`src/rtl/serial_addsub.sv`:
```
// Bit-serial WIDTH-bit adder/subtractor: one full-adder slice plus a carry flop, LSB first.
// Optional zero/negative flags (ports zf, nf) are enabled by defining SERIAL_ADDSUB_FLAGS_EN.
module serial_addsub #(
    parameter int WIDTH = 8
) (
    input  logic             clk,
    input  logic             reset,
    input  logic             start,
    input  logic             op,
    input  logic [WIDTH-1:0] a,
    input  logic [WIDTH-1:0] b,
    output logic             busy,
    output logic             done,
    output logic [WIDTH-1:0] result,
    output logic             co,
`ifdef SERIAL_ADDSUB_FLAGS_EN
    output logic             zf,
    output logic             nf,
`endif
    output logic             ovf
);

    localparam int CW = (WIDTH > 2) ? $clog2(WIDTH) : 1;

    typedef enum logic [1:0] {
        IDLE = 2'd0,
        RUN  = 2'd1,
        DONE = 2'd2
    } state_t;

    state_t         state, state_nxt;
    logic [WIDTH-1:0] a_sh, b_sh;
    logic           carry;
    logic [CW-1:0]  cnt;
    logic           s, c_out, last, load;

    assign s     = a_sh[0] ^ b_sh[0] ^ carry;
    assign c_out = (a_sh[0] & b_sh[0]) | (a_sh[0] & carry) | (b_sh[0] & carry);
    assign last  = (state == RUN) && (cnt == CW'(WIDTH - 1));
    // A start is honoured in IDLE and also on the edge leaving DONE (back-to-back ops).
    assign load  = start && (state != RUN);

    always_ff @(posedge clk or posedge reset) begin
        if (reset) state <= IDLE;
        else       state <= state_nxt;
    end

    always_comb begin
        state_nxt = state;
        busy      = 1'b0;
        done      = 1'b0;
        unique case (state)
            IDLE: begin
                if (start) state_nxt = RUN;
            end
            RUN: begin
                busy = 1'b1;
                if (last) state_nxt = DONE;
            end
            DONE: begin
                busy      = 1'b1;
                done      = 1'b1;
                state_nxt = start ? RUN : IDLE;
            end
            default: state_nxt = IDLE;
        endcase
    end

    always_ff @(posedge clk or posedge reset) begin
        if (reset) begin
            a_sh   <= '0;
            b_sh   <= '0;
            carry  <= 1'b0;
            cnt    <= '0;
            result <= '0;
            co     <= 1'b0;
            ovf    <= 1'b0;
        end else if (load) begin
            a_sh  <= a;
            b_sh  <= b ^ {WIDTH{op}};
            carry <= op;
            cnt   <= '0;
        end else if (state == RUN) begin
            carry  <= c_out;
            result <= {s, result[WIDTH-1:1]};
            a_sh   <= a_sh >> 1;
            b_sh   <= b_sh >> 1;
            cnt    <= cnt + CW'(1);
            if (last) begin
                co  <= c_out;
                ovf <= (a_sh[0] == b_sh[0]) && (s != a_sh[0]);
            end
        end
    end

`ifdef SERIAL_ADDSUB_FLAGS_EN
    logic any_one;

    always_ff @(posedge clk or posedge reset) begin
        if (reset) begin
            any_one <= 1'b0;
            zf      <= 1'b0;
            nf      <= 1'b0;
        end else if (load) begin
            any_one <= 1'b0;
        end else if (state == RUN) begin
            any_one <= any_one | s;
            if (last) begin
                zf <= ~(any_one | s);
                nf <= s;
            end
        end
    end
`endif

endmodule

```
`config.mk`:
```
export PLATFORM = sky130hd
export DESIGN_NAME = serial_addsub
export DESIGN_NICKNAME = d
export VERILOG_FILES = /design/src/rtl/serial_addsub.sv
export SDC_FILE = /design/constraint.sdc
export NUM_CORES = 1
export LEC_CHECK = 0
export ABC_AREA = 0
export CORE_ASPECT_RATIO = 2
export CORE_MARGIN = 8
export CORE_UTILIZATION = 25
export DETAILED_ROUTE_END_ITERATION = 16
export PLACE_DENSITY = 0.45
export SKIP_LAST_GASP = 1
export SYNTH_ARGS = -nofsm -noshare
export SYNTH_HDL_FRONTEND = slang
export SYNTH_SLANG_ARGS = --single-unit
```
`constraint.sdc`:
```
create_clock -name clk -period 1.4 [get_ports clk]
set_clock_uncertainty 0.05 [all_clocks]
set_input_delay 0.21 -clock clk [delete_from_list [all_inputs] [get_ports clk]]
set_output_delay 0.21 -clock clk [all_outputs]
set_load 0.01 [all_outputs]
```
==> metrics.txt <==
R2R Path End=ovf; Final Instance Area=approximately 0.0023 mm2; synthesized netlist cell count=~140; layout cells sized above 1=0.160; Max Clk Rate=approximately 0.7 GHz; Post-Place Worst Slack=-61.8 ps; Reg2Reg Setup Slack=10 ps; Synth Flop Type=dfrtp_1; worst path arrival time=approximately 1500 ps; max cap viols=0; #FFs+latches synth=32; final wirelength=~3.2 mm; Max VDD drop=roughly 770 uV; Critical path origin=carry; Final setup viols=0; htree depth=2; Final WS setup=roughly 12 ps; initial antenna violation count=0; crit path capture=ovf; crit start category=flop; Synth area leader=dfrtp_1; Most Crowded Layer GR=met2; gpl congestion=between 0.6 and 0.7; fin crit share=0.991; Vias=about 1100; Die X=72.2 um; gr ovfl total=0; CTS Root Cell=clkbuf_16; Synth top area share=0.507; Reg2Reg Depth=3; die area=between 0.009 and 0.01 mm2; met3 GRT Util=0.0296; Final Non-Filler Cells=about 270; CTS buffer count=5; GRT Resource Usage Total=0.0762; count leader, synth=dfrtp_1; Cell Area, Placed=about 0.0021 mm2; leakage power=just over 0.001 uW; # port buffers=31; Yosys warnings=0; Req. time, crit path=1530 ps; total area of multi-input combinational cells=between 700 and 800 um2; number of global-route vias before repair=1170; dpl cells=257; Critical Path Sink Type=flop; vias per cell=4.10; RSZ-0062 raised after global routing=yes; antenna fix cells=0; GRT met2 Usage=0.120; Die Y=approximately 130 um; Reg area=between 800 and 900 um2; Detail Route Antenna Nets=0; fin. max-slew vios=0; Synth cell types=20; most common library cells after synthesis=dfrtp_1 (32), nand2_1 (19), o21ai_1 (19), mux2i_1 (17), mux2_1 (9); Final min period=1390 ps; Fin Setup TNS=0 ps; grt met1 use=0.0861; CTS tree=done; R2R Path Start=carry; synth top area cells=dfrtp_1 (51%), mux2i_1 (11%), mux2_1 (6.4%), o21ai_1 (6.0%), ha_1 (5.5%); fin nets=about 210; largest net degree at the start of global routing=38; filler cell count=between 600 and 700; DRT Pass-1 Iters=4; fin util=0.363; worst skew pair latency=280 ps; status=finished, final reports clean; first-pass GRT wire length=around 5.5 mm; endpoints failing hold=0; starting density of the core=0.254; routed length per placed instance=between 10 and 15 um; Pwr per Cell Area=a little under 2000 mW/mm2; EDFF count, synth=0; syn_area_per_cell=between 10 and 15 um2; Mapped Nets=between 150 and 200; Synth Cell Area=between 0.0015 and 0.002 mm2; Area Overhead vs Synth=42.8%; drt initial violations=30; Async S/R FF share, synth=1.00; worst slew pin tran=about 200 ps; DP Wirelength=about 2.2 mm; core area=about 0.0062 mm2; Rows=41; post-synthesis sequential area ratio=0.507; HP Class=in -> async; I/O pins=32; Slew HR=0.869; Worst-path clk slew=approximately 50 ps; Clock Path Buffers=2; CP Max Fanout=2; Post-route DRC=0; Sink Count=32; Setup Crit Path Kind=reg -> reg
-- repair_timing --
item                                    in CTS  in global routing
pin swaps                                    1                  1
setup buffers                                0                  2
hold buffers                                 0                  0
endpoints found under the setup margin      14                 14
gates resized for setup                     17                  5
-- layout by cell type (no fill, tap or decap), drive strengths merged --
master         instances
o22a                   1
dfrtp                 32
nand2b                 3
nand2                 19
nor2                   2
xnor2                  2
clkbuf                 7
o21ai                 20
clkinvlp               2
dlygate4sd2           10
ha                     7
a211oi                 1
mux2i                 17
buf                   14
nor2b                  4
xor2                   7
inv                    3
o31ai                  1
fa                     1
mux2                   9
clkdlybuf4s50         19
-- registers in the layout, indices dropped and copies added, names as in the netlist --
signal	flops
b_sh	8
co	1
state	2
a_sh	8
result	8
cnt	3
carry	1
ovf	1
-- layout make-up --
class,count,area share
multi-input combinational,94,0.325
inverter,3,0.00499
clock buffer,6,0.0616
clock inverter,2,0.00666
sequential,32,0.355
timing repair buffer,44,0.199
tap,86,0.0477
-- through the flow --
stage	total power, uW	hold WS, ps
global placement	3390	421
finish	4430	229
floorplan	2610	276
detailed placement	3420	420
CTS	4480	235
global route	4790	274
-- layer usage --
metal	vias up	part of all wire
li1	546	-
met1	518	0.45
met2	26	0.46
met3	6	0.065
met4	0	0.021
met5	-	0
-- cell families (layout without fill, tap and decap cells) --
| logic type | after synthesis | in the layout | synth area share |
|---|---|---|---|
| flip-flops | 32 | 32 | 0.507 |
| AND/OR/NAND/NOR | 28 | 28 | 0.0777 |
| multiplexers | 26 | 26 | 0.172 |
| AO/OA/AOI/OAI | 23 | 23 | 0.0816 |
| buffers and inverters | 11 | 55 | 0.0436 |
| XOR/XNOR | 9 | 9 | 0.0499 |
| adder cells (fa/ha/maj) | 8 | 8 | 0.0681 |
-- power by group --
group          switching, uW  total, uW  leakage [uW]  internal (uW)
Sequential               232       1590      0.000399           1360
Clock                    397       1100     0.0000691            706
Combinational            803       1740      0.000565            938
Total                   1430       4430       0.00103           3000
-- worst max-delay path, cell delays in order, from the launching register on --
cell and delay (ps):
dfrtp_1 400, fa_1 530, xnor2_1 140, o31ai_1 180
-- worst min path at each step --
stage                      endpoint  start
after detailed placement        ovf    ovf
after global placement          ovf    ovf
final                      state[1]  reset
after CTS                 result[0]  reset
after global routing      result[0]  reset
after floorplan             a_sh[0]  reset
No activity file was read; power rests on OpenSTA's default activity.
